===== src/rtl/alu_pkg.sv =====
// Shared opcode constants and FSM state type for the ALU arbiter slice.
package alu_pkg;

   localparam logic [3:0] OpDiv  = 4'h0;
   localparam logic [3:0] OpAdd  = 4'h1;
   localparam logic [3:0] OpSub  = 4'h2;
   localparam logic [3:0] OpMul  = 4'h3;
   localparam logic [3:0] OpAnd  = 4'h4;
   localparam logic [3:0] OpOr   = 4'h5;
   localparam logic [3:0] OpXor  = 4'h6;
   localparam logic [3:0] OpNot  = 4'h7;
   localparam logic [3:0] OpShr1 = 4'h8;
   localparam logic [3:0] OpShl  = 4'h9;
   localparam logic [3:0] OpInc  = 4'hA;
   localparam logic [3:0] OpDec  = 4'hB;

   localparam logic [3:0] LastLegalOp = OpDec;

   typedef enum logic [1:0] {StIdle, StExec, StResp} state_e;

   function automatic logic op_legal(input logic [3:0] op);
      return op <= LastLegalOp;
   endfunction

endpackage


===== src/rtl/alu_arbiter_if.sv =====
// Requester, response and shared-ALU signals of the ALU arbiter.
interface alu_arbiter_if;
   logic [1:0]       req_valid;
   logic [1:0]       req_ready;
   logic [1:0][15:0] req_a;
   logic [1:0][15:0] req_b;
   logic [1:0][3:0]  req_op;

   logic [15:0] alu_a;
   logic [15:0] alu_b;
   logic [3:0]  alu_control;
   logic [16:0] alu_result;
   logic        alu_zero;
   logic        alu_carry;
   logic        alu_parity;

   logic        rsp_valid;
   logic        rsp_ready;
   logic        rsp_id;
   logic [16:0] rsp_result;
   logic        rsp_zero;
   logic        rsp_carry;
   logic        rsp_parity;
   logic        rsp_err;

   modport master (
      output req_valid, req_a, req_b, req_op, rsp_ready,
             alu_result, alu_zero, alu_carry, alu_parity,
      input  req_ready, alu_a, alu_b, alu_control,
             rsp_valid, rsp_id, rsp_result, rsp_zero, rsp_carry, rsp_parity, rsp_err
   );

   modport slave (
      input  req_valid, req_a, req_b, req_op, rsp_ready,
             alu_result, alu_zero, alu_carry, alu_parity,
      output req_ready, alu_a, alu_b, alu_control,
             rsp_valid, rsp_id, rsp_result, rsp_zero, rsp_carry, rsp_parity, rsp_err
   );
endinterface


===== src/rtl/rr_arbiter_2.sv =====
// Two-way round-robin arbiter; the pointer moves only when a grant is taken.
module rr_arbiter_2 (
   input  logic       clk,
   input  logic       rst_n,
   input  logic [1:0] req,
   input  logic       advance,
   output logic [1:0] grant
);

   logic prio_q, prio_d;  // set: requester 1 wins a tie

   always_comb begin
      grant = 2'b00;
      case (req)
         2'b01:   grant = 2'b01;
         2'b10:   grant = 2'b10;
         2'b11:   grant = prio_q ? 2'b10 : 2'b01;
         default: grant = 2'b00;
      endcase
      prio_d = prio_q;
      if (advance) prio_d = grant[0];
   end

   always_ff @(posedge clk) begin
      if (!rst_n) prio_q <= 1'b0;
      else        prio_q <= prio_d;
   end

endmodule


===== src/rtl/alu_arbiter.sv =====
// Arbitrates two requesters onto one external ALU. With ALU_DIV_GUARD_EN defined,
// divide-by-zero is answered locally without issuing to the ALU.
module alu_arbiter
   import alu_pkg::*;
(
   input logic          clk,
   input logic          rst_n,
   alu_arbiter_if.slave bus_io
);

   state_e      state_q, state_d;
   logic [1:0]  grant;
   logic [1:0]  req_ready;
   logic        accept;
   logic        sel;
   logic [15:0] op_a, op_b;
   logic [3:0]  op_code;

   logic [15:0] alu_a_q, alu_a_d, alu_b_q, alu_b_d;
   logic [3:0]  alu_ctrl_q, alu_ctrl_d;
   logic [16:0] rsp_result_q, rsp_result_d;
   logic        rsp_id_q, rsp_id_d;
   logic        rsp_zero_q, rsp_zero_d, rsp_carry_q, rsp_carry_d;
   logic        rsp_parity_q, rsp_parity_d, rsp_err_q, rsp_err_d;

   rr_arbiter_2 u_rr (
      .clk     (clk),
      .rst_n   (rst_n),
      .req     (bus_io.req_valid),
      .advance (accept),
      .grant   (grant)
   );

   assign req_ready = (state_q == StIdle) ? grant : 2'b00;
   assign accept    = |(bus_io.req_valid & req_ready);
   assign sel       = grant[1];
   assign op_a      = bus_io.req_a[sel];
   assign op_b      = bus_io.req_b[sel];
   assign op_code   = bus_io.req_op[sel];

   always_comb begin
      state_d      = state_q;
      alu_a_d      = alu_a_q;
      alu_b_d      = alu_b_q;
      alu_ctrl_d   = alu_ctrl_q;
      rsp_result_d = rsp_result_q;
      rsp_id_d     = rsp_id_q;
      rsp_zero_d   = rsp_zero_q;
      rsp_carry_d  = rsp_carry_q;
      rsp_parity_d = rsp_parity_q;
      rsp_err_d    = rsp_err_q;
      case (state_q)
         StIdle: begin
            if (accept) begin
               rsp_id_d = sel;
               // Locally answered requests skip EXEC and leave the ALU inputs untouched.
               if (!op_legal(op_code)) begin
                  rsp_result_d = '0;
                  rsp_zero_d   = 1'b1;
                  rsp_carry_d  = 1'b0;
                  rsp_parity_d = 1'b0;
                  rsp_err_d    = 1'b1;
                  state_d      = StResp;
               end
`ifdef ALU_DIV_GUARD_EN
               else if (op_code == OpDiv && op_b == '0) begin
                  rsp_result_d = 17'h1FFFF;
                  rsp_zero_d   = 1'b0;
                  rsp_carry_d  = 1'b1;
                  rsp_parity_d = 1'b1;
                  rsp_err_d    = 1'b1;
                  state_d      = StResp;
               end
`endif
               else begin
                  alu_a_d    = op_a;
                  alu_b_d    = op_b;
                  alu_ctrl_d = op_code;
                  state_d    = StExec;
               end
            end
         end
         StExec: begin
            rsp_result_d = bus_io.alu_result;
            rsp_zero_d   = bus_io.alu_zero;
            rsp_carry_d  = bus_io.alu_carry;
            rsp_parity_d = bus_io.alu_parity;
            rsp_err_d    = 1'b0;
            state_d      = StResp;
         end
         StResp: begin
            if (bus_io.rsp_ready) state_d = StIdle;
         end
         default: state_d = StIdle;
      endcase
   end

   always_ff @(posedge clk) begin
      if (!rst_n) begin
         state_q      <= StIdle;
         alu_a_q      <= '0;
         alu_b_q      <= '0;
         alu_ctrl_q   <= '0;
         rsp_result_q <= '0;
         rsp_id_q     <= 1'b0;
         rsp_zero_q   <= 1'b0;
         rsp_carry_q  <= 1'b0;
         rsp_parity_q <= 1'b0;
         rsp_err_q    <= 1'b0;
      end else begin
         state_q      <= state_d;
         alu_a_q      <= alu_a_d;
         alu_b_q      <= alu_b_d;
         alu_ctrl_q   <= alu_ctrl_d;
         rsp_result_q <= rsp_result_d;
         rsp_id_q     <= rsp_id_d;
         rsp_zero_q   <= rsp_zero_d;
         rsp_carry_q  <= rsp_carry_d;
         rsp_parity_q <= rsp_parity_d;
         rsp_err_q    <= rsp_err_d;
      end
   end

   assign bus_io.req_ready   = req_ready;
   assign bus_io.alu_a       = alu_a_q;
   assign bus_io.alu_b       = alu_b_q;
   assign bus_io.alu_control = alu_ctrl_q;
   assign bus_io.rsp_valid   = (state_q == StResp);
   assign bus_io.rsp_id      = rsp_id_q;
   assign bus_io.rsp_result  = rsp_result_q;
   assign bus_io.rsp_zero    = rsp_zero_q;
   assign bus_io.rsp_carry   = rsp_carry_q;
   assign bus_io.rsp_parity  = rsp_parity_q;
   assign bus_io.rsp_err     = rsp_err_q;

endmodule


===== src/flat_wrapper.sv =====
// flat-port wrapper written by rule: the top's interface ports become plain ports
module alu_arbiter_flat import alu_pkg::*;
  (clk, rst_n, bus_io_req_valid, bus_io_req_a, bus_io_req_b, bus_io_req_op, bus_io_rsp_ready, bus_io_alu_result, bus_io_alu_zero, bus_io_alu_carry, bus_io_alu_parity, bus_io_req_ready, bus_io_alu_a, bus_io_alu_b, bus_io_alu_control, bus_io_rsp_valid, bus_io_rsp_id, bus_io_rsp_result, bus_io_rsp_zero, bus_io_rsp_carry, bus_io_rsp_parity, bus_io_rsp_err);
  alu_arbiter_if bus_io_i ();
  input logic clk;
  input logic rst_n;
  input wire logic [$bits(bus_io_i.req_valid)-1:0] bus_io_req_valid;
  input wire logic [$bits(bus_io_i.req_a)-1:0] bus_io_req_a;
  input wire logic [$bits(bus_io_i.req_b)-1:0] bus_io_req_b;
  input wire logic [$bits(bus_io_i.req_op)-1:0] bus_io_req_op;
  input wire logic [$bits(bus_io_i.rsp_ready)-1:0] bus_io_rsp_ready;
  input wire logic [$bits(bus_io_i.alu_result)-1:0] bus_io_alu_result;
  input wire logic [$bits(bus_io_i.alu_zero)-1:0] bus_io_alu_zero;
  input wire logic [$bits(bus_io_i.alu_carry)-1:0] bus_io_alu_carry;
  input wire logic [$bits(bus_io_i.alu_parity)-1:0] bus_io_alu_parity;
  output wire logic [$bits(bus_io_i.req_ready)-1:0] bus_io_req_ready;
  output wire logic [$bits(bus_io_i.alu_a)-1:0] bus_io_alu_a;
  output wire logic [$bits(bus_io_i.alu_b)-1:0] bus_io_alu_b;
  output wire logic [$bits(bus_io_i.alu_control)-1:0] bus_io_alu_control;
  output wire logic [$bits(bus_io_i.rsp_valid)-1:0] bus_io_rsp_valid;
  output wire logic [$bits(bus_io_i.rsp_id)-1:0] bus_io_rsp_id;
  output wire logic [$bits(bus_io_i.rsp_result)-1:0] bus_io_rsp_result;
  output wire logic [$bits(bus_io_i.rsp_zero)-1:0] bus_io_rsp_zero;
  output wire logic [$bits(bus_io_i.rsp_carry)-1:0] bus_io_rsp_carry;
  output wire logic [$bits(bus_io_i.rsp_parity)-1:0] bus_io_rsp_parity;
  output wire logic [$bits(bus_io_i.rsp_err)-1:0] bus_io_rsp_err;
  assign bus_io_i.req_valid = bus_io_req_valid;
  assign bus_io_i.req_a = bus_io_req_a;
  assign bus_io_i.req_b = bus_io_req_b;
  assign bus_io_i.req_op = bus_io_req_op;
  assign bus_io_i.rsp_ready = bus_io_rsp_ready;
  assign bus_io_i.alu_result = bus_io_alu_result;
  assign bus_io_i.alu_zero = bus_io_alu_zero;
  assign bus_io_i.alu_carry = bus_io_alu_carry;
  assign bus_io_i.alu_parity = bus_io_alu_parity;
  assign bus_io_req_ready = bus_io_i.req_ready;
  assign bus_io_alu_a = bus_io_i.alu_a;
  assign bus_io_alu_b = bus_io_i.alu_b;
  assign bus_io_alu_control = bus_io_i.alu_control;
  assign bus_io_rsp_valid = bus_io_i.rsp_valid;
  assign bus_io_rsp_id = bus_io_i.rsp_id;
  assign bus_io_rsp_result = bus_io_i.rsp_result;
  assign bus_io_rsp_zero = bus_io_i.rsp_zero;
  assign bus_io_rsp_carry = bus_io_i.rsp_carry;
  assign bus_io_rsp_parity = bus_io_i.rsp_parity;
  assign bus_io_rsp_err = bus_io_i.rsp_err;
  alu_arbiter u_core (.clk(clk), .rst_n(rst_n), .bus_io(bus_io_i));
endmodule

===== config.mk =====
export PLATFORM = sky130hd
export DESIGN_NAME = alu_arbiter_flat
export DESIGN_NICKNAME = d
export VERILOG_FILES = /design/src/rtl/alu_pkg.sv /design/src/rtl/alu_arbiter_if.sv /design/src/rtl/rr_arbiter_2.sv /design/src/rtl/alu_arbiter.sv /design/src/flat_wrapper.sv
export SDC_FILE = /design/constraint.sdc
export NUM_CORES = 1
export LEC_CHECK = 0
export CAP_MARGIN = 20
export CORE_ASPECT_RATIO = 2
export CORE_MARGIN = 2
export CORE_UTILIZATION = 42
export DETAILED_ROUTE_END_ITERATION = 16
export MAX_ROUTING_LAYER = met4
export PLACE_DENSITY = 0.86
export SLEW_MARGIN = 20
export SYNTH_ARGS = -nofsm -noshare
export SYNTH_HDL_FRONTEND = slang
export SYNTH_SLANG_ARGS = --single-unit

===== constraint.sdc =====
create_clock -name clk -period 2.85 [get_ports clk]
set_input_delay 0.285 -clock clk [delete_from_list [all_inputs] [get_ports clk]]
set_output_delay 0.285 -clock clk [all_outputs]
set_load 0.02 [all_outputs]

### After elaboration in Yosys (flattened, before gate mapping)

Index checks and enable logic that the tools add are counted.

| operators by class | value |
|---|---|
| multiplexer cells | 24 |
| bitwise operators | 1 |
| order comparisons | 2 |
| equality and inequality tests | 8 |
| reduce and logical (&&, ||, !) cells | 7 |

Operators with widths:

| operator | count |
|---|---|
| $mux 16 | 4 |
| $mux 17 | 2 |
| $pmux 17 s2 | 1 |
| $pmux 2 s3 | 2 |
| $mux 2 | 5 |
| $mux 4 | 2 |
| $pmux 1 s2 | 4 |
| $eq 2x2->1 const B | 3 |
| $reduce_and 3->1 | 2 |
| $eq 2x1->1 const B | 2 |
| $le 4x4->1 const B | 1 |
| $mux 1 | 4 |
| $ne 2x2->1 const B | 2 |
| $reduce_and 2->1 | 2 |
| $and 2x2->2 | 1 |
| $logic_not 2->1 | 1 |
| $lt 1x2->1 const B | 1 |
| $ne 2x1->1 const B | 1 |
| $reduce_bool 2->1 | 1 |
| $reduce_or 2->1 | 1 |

| word-level totals | value |
|---|---|
| input port bits | 97 |
| output and inout port bits | 61 |
| word-level logic and storage cells | 53 |
| register bits | 61 |

### Logic depth before layout (Yosys ltp)

| logic depth | value |
|---|---|
| depth after elaboration | 8 |
| gate-level depth with buffers | 7 |
| depth with buffers taken out | 4 |

### Modules after synthesis

A second synthesis with hierarchy kept.

| second synthesis, totals | value |
|---|---|
| cell total of the unflattened synthesis | 285 |
| area total of the unflattened synthesis | 2,796.4 um2 |

Modules (own cells, without submodules):

| module | instances | sequential area each (um2) | cells an instance | area each (um2) |
|---|---|---|---|---|
| alu_arbiter | 1 | 1,201.2 | 279 | 2,736.4 |
| rr_arbiter_2 | 1 | 20.0 | 6 | 60.1 |

### Worst setup path before layout

OpenSTA, ideal clock, no wires.

| timing path | value |
|---|---|
| kind | flip-flop to flip-flop |
| start point | register u_core.u_rr.prio_q |
| end point | register u_core.alu_a_q[11] (netlist: u_core.bus_io.alu_a[11]) |
| clock period less this slack | 1.514 ns |
| path buffers | 3 |
| setup slack | 1.336 ns |
| arrival | 1.394 ns |
| library setup time | 0.120 ns |
| data required time | 2.730 ns |
| cell stages (with the launch flop) | 8 |
| path through | dfxtp_1 and2b_1 buf_6 nor2_2 a311o_1 buf_6 buf_6 mux2i_1 |

| between the ends | value |
|---|---|
| word-level cells in the longest chain between the ends | 6 |
| elaborated cells on any way between the ends | 11 |
| classes of those cells | order compare: 1; mux: 7; bitwise: 1; reduce/logical: 2 |

RTL lines:

| element | line | text |
|---|---|---|
| start: declaration | rr_arbiter_2.sv:10 | `logic prio_q, prio_d;` |
| start signal: assignment | rr_arbiter_2.sv:26 | `else prio_q <= prio_d;` |
| $mux 2 (*) | rr_arbiter_2.sv:17 | `2'b11: grant = prio_q ? 2'b10 : 2'b01;` |
| $pmux 2 s3 (*) | rr_arbiter_2.sv:14 | `case (req)` |
| $mux 4 (not written as such) or $mux 2 (tied branches) | alu_arbiter.sv:39, alu_arbiter.sv:34 |  |
| $mux 4 (not written as such) or $and 2x2->2 (tied branches) | alu_arbiter.sv:39, alu_arbiter.sv:35 |  |
| $le 4x4->1 or $reduce_or 2->1 (tied branches) | alu_pkg.sv:22, alu_arbiter.sv:35 |  |
| $reduce_and 3->1 (no source line) | - |  |
| end signal: assignment | alu_arbiter.sv:112 | `alu_a_q <= alu_a_d;` |
| end: declaration | alu_arbiter.sv:19 | `logic [15:0] alu_a_q, alu_a_d, alu_b_q, alu_b_d;` |

Mark *: on every way between the ends. The rest lies on a longest branch, timed or not. The select of a mux whose other input is x is not followed.
A chain may end at the register's enable or synchronous reset.

### Worst setup path after layout

| timing path | value |
|---|---|
| start point | input port bus_io_req_valid[0] |
| end point | output port bus_io_req_ready[1] |

| between the ends | value |
|---|---|
| word-level cells in the longest chain between the ends | 3 |
| elaborated cells on any way between the ends | 5 |
| classes of those cells | eq/ne: 3; mux: 2 |

RTL lines:

| element | line | text |
|---|---|---|
| start: declaration | flat_wrapper.sv:7 | `input wire logic [$bits(bus_io_i.req_valid)-1:0] bus_io_req_valid;` |
| $eq 2x2->1 or $eq 2x1->1 (tied branches) | rr_arbiter_2.sv:14 |  |
| $pmux 2 s3 (*) | rr_arbiter_2.sv:14 |  |
| $mux 2 (*) | alu_arbiter.sv:34 | `assign req_ready = (state_q == StIdle) ? grant : 2'b00;` |
| end: declaration | flat_wrapper.sv:16 | `output wire logic [$bits(bus_io_i.req_ready)-1:0] bus_io_req_ready;` |

Mark *: on every way between the ends. The rest lies on a longest branch, timed or not.

==> flow_summary.ini <==
[critical_path]
worst_setup_path_end_kind = output pin
path_depth = 5
cpMostUsedCell = clkdlybuf4s50_1
cp_num_buf_inv = 3
crit_chain = clkdlybuf4s50_1, nand2b_1, buf_4, and3_1, clkdlybuf4s50_1
slowest_stage = clkdlybuf4s50_1
slowest_delay_ps = 610
cp.arrival_ps = 2090
timing.rr.start = u_core.u_rr.prio_q
path_max_fanout = 28
reg2reg_depth = 6
cp.required_ps = 2570
cp_top_family = buffers and inverters
worstSetupStartpointType = input port
regToRegEndpoint = u_core.bus_io.rsp_result[15]
crit_type = input port to output pin
startpoint = bus_io_req_valid[0]
rrSetupSlack_ps = 890
cp-endpoint = bus_io_req_ready[1]

[floorplan]
die_w_um = 62.69
io_pins = 158
dieArea_sq_mm = 0.007608
core_sq_mm = 0.006621
fp.dieH_um = 121.4
floorplan.initialDensity = 0.4369
rows = 42

[yosys]
synth.net_count = 423
synth-seq-cells = 61
yosysWarnings = 0
yosys.cell_types.count = 33
avgSynthCellArea_sq_um = 8.874
synth_top_area_frac = 0.4221
synth.area.top_cells = dfxtp_1 (42%), mux2i_1 (12%), a21o_1 (8.8%)
syn-instance-count = 326
yosys.area.top_type = dfxtp_1
yosysSeqAreaShare = 0.4221
mappedNetlistArea_sq_mm = 0.002893

[timing]
hold_violations = 0
skew_ps = 6.403
worst_slack_ps = 477.2
worstMarginPinSlew_ps = 423.1
setup_violations = 0
min_period_ps = 2373
slew_violations = 0
relSlewSlack = 0.7179
fin_setup_tns_ps = 0
rsz0062_at_grt = no
clock.fmax_ghz = 0.4214
finalCritPeriodShare = 0.8326

[detailed_routing]
post_drt_wl_per_cell_um = 16.92
drcViolationCount = 0
vias = 3112
via_per_inst = 5.489
finalWirelength_um = 9596
drtIter0Drc = 190
detail-route-antenna-nets = 0
drtPass1Iterations = 4

[global_routing]
use_met3 = 0.05659
grt_use_met1 = 0.2573
grt_pass1_wl_um = 15370
grt_pass1_vias = 3170
grt-busiest-layer = met2
antenna_found_initial = 0
grt_overflow = 0
grt_use_met2 = 0.4778
grt_max_degree = 37
grt_use_total = 0.2676

[hold_path]
hp-class = flop to flop

[layout]
ff_latch_area_sq_mm = 0.001221
nNetsFinal = 572
num-fill-cells = 500
antenna_cells = 0
final_cell_mix = clkdlybuf4s50_1 (157), dfxtp_1 (61), nand2_1 (37), o21ai_0 (35)
area_growth_syn_to_layout_pct = 66.61
drive_gt1_frac = 0.06681
multi_input_area_sq_mm = 0.001483
stdcell_count = 567
final_common_cell = clkdlybuf4s50_1
fin_util = 0.7279

[outcome]
status = complete, no violations

[placed_design]
dp_slack_ps = 373.7
dp.cells = 551
gp_congestion = 0.9357
dp_hpwl_um = 6966
place.port_buffers = 157

[clock_tree]
post-cts-setup-buffer-count = 0
cts_tree = yes
ctsResizeCount = 0
clk_pin_slew_worst_paths_ps = 50
root_buffer = clkbuf_16
htreeDepth = 3
insertion_delay_ps = 320
cts_buffers = 9
clock-sinks = 61
hold_buffers = 0
cts.path.max_buffers = 2

[power_and_ir_drop]
max-vdd-ir-drop_mv = 0.3901
power_density_mw_per_mm2 = 594.0
leakagePower_nw = 1.943
pwr-share-comb = 0.281
finalPower_mw = 2.863
switching_share = 0.2740
seqPwrFrac = 0.347
clkPwrFrac = 0.373
switchingPower_mw = 0.7843
p_int_mw = 2.078

[run]
max_cap_viol_count = 0
-- Yosys cell counts (all sizes together) --
cell type / instances
o211ai: 1
clkbuf: 21
o22ai: 1
nor2: 7
a21o: 34
a221oi: 1
and2b: 2
dfxtp: 61
nand2b: 1
a21boi: 2
and2: 1
nand2: 37
inv: 6
a21oi: 5
nand3: 34
and3: 2
a311o: 1
nor3: 5
o32ai: 1
mux2i: 34
o21ai: 35
o211a: 1
a32o: 19
a21bo: 1
a311oi: 1
buf: 12
-- power groups by stage --
stage | Sequential, mW | Combinational, mW | Clock [mW]
2_1_floorplan | 1.11 | 0.320 | 0
3_3_place_gp | 1.01 | 0.783 | 0
3_5_place_dp | 1.01 | 0.796 | 0
4_1_cts | 0.993 | 0.801 | 1.08
5_1_grt | 1.00 | 0.857 | 1.13
6_report | 0.992 | 0.804 | 1.07
-- layer usage --
layer / vias to the layer above / share of wire
met5: - / 0
met3: 35 / 0.044
met2: 139 / 0.55
met4: 0 / 0.052
met1: 1463 / 0.35
li1: 1475 / -
-- final cells by class --
| type | count | share of cell area |
|---|---|---|
| Sequential cell | 61 | 0.2534 |
| Multi-Input combinational cell | 226 | 0.3076 |
| Inverter | 6 | 0.004673 |
| Tap cell | 88 | 0.02285 |
| Timing Repair Buffer | 171 | 0.3505 |
| Clock inverter | 1 | 0.006231 |
| Clock buffer | 14 | 0.05478 |
-- worst min path at each step --
stage	end	depth (start not counted)	startpoint	slack [ps]
6_report	u_core.bus_io.alu_a[1]	2	u_core.bus_io.alu_a[1]	450
5_1_grt	u_core.bus_io.alu_b[6]	2	u_core.bus_io.alu_b[6]	470
4_1_cts	u_core.bus_io.alu_a[1]	2	u_core.bus_io.alu_a[1]	460
3_5_place_dp	u_core.bus_io.alu_b[3]	2	u_core.bus_io.alu_b[3]	450
3_3_place_gp	u_core.bus_io.rsp_err	2	u_core.bus_io.rsp_err	440
2_1_floorplan	u_core.bus_io.rsp_carry	1	bus_io_alu_carry	410
-- state kept, by name, indices dropped and copies added, names as in the netlist --
name                       count
u_core.bus_io.alu_b           16
u_core.bus_io.rsp_err          1
u_core.bus_io.rsp_result      17
u_core.state_q                 2
u_core.bus_io.rsp_id           1
u_core.bus_io.rsp_parity       1
u_core.bus_io.rsp_zero         1
u_core.bus_io.alu_a           16
u_core.u_rr.prio_q             1
u_core.bus_io.rsp_carry        1
u_core.bus_io.alu_control      4
-- worst reg2reg max path, cell delays in order, from the launching register on --
cell and delay [ps]:
dfxtp_1 370, nand2b_1 180, buf_4 320, a21boi_1 140, o211ai_1 380, buf_4 310
a32o_1 210
-- kinds of logic (layout without fill, tap and decap cells) --
kind of cell | count (synthesis) | count (layout) | share of synthesized area
AND/OR/NAND/NOR | 89 | 89 | 0.1419
AO/OA/AOI/OAI | 103 | 103 | 0.2526
multiplexers | 34 | 34 | 0.1176
flip-flops | 61 | 61 | 0.4221
buffers and inverters | 39 | 192 | 0.06574
-- metrics by stage --
stage | area [sq um] | hold slack (ps)
after floorplan | 2893 | 407.1
after global placement | 4506 | 442.3
after detailed placement | 4506 | 450.8
after CTS | 4800 | 457.2
after global routing | 4820 | 467.9
final | 4820 | 454.0
Note: power is estimated with default switching activity, not from simulation.
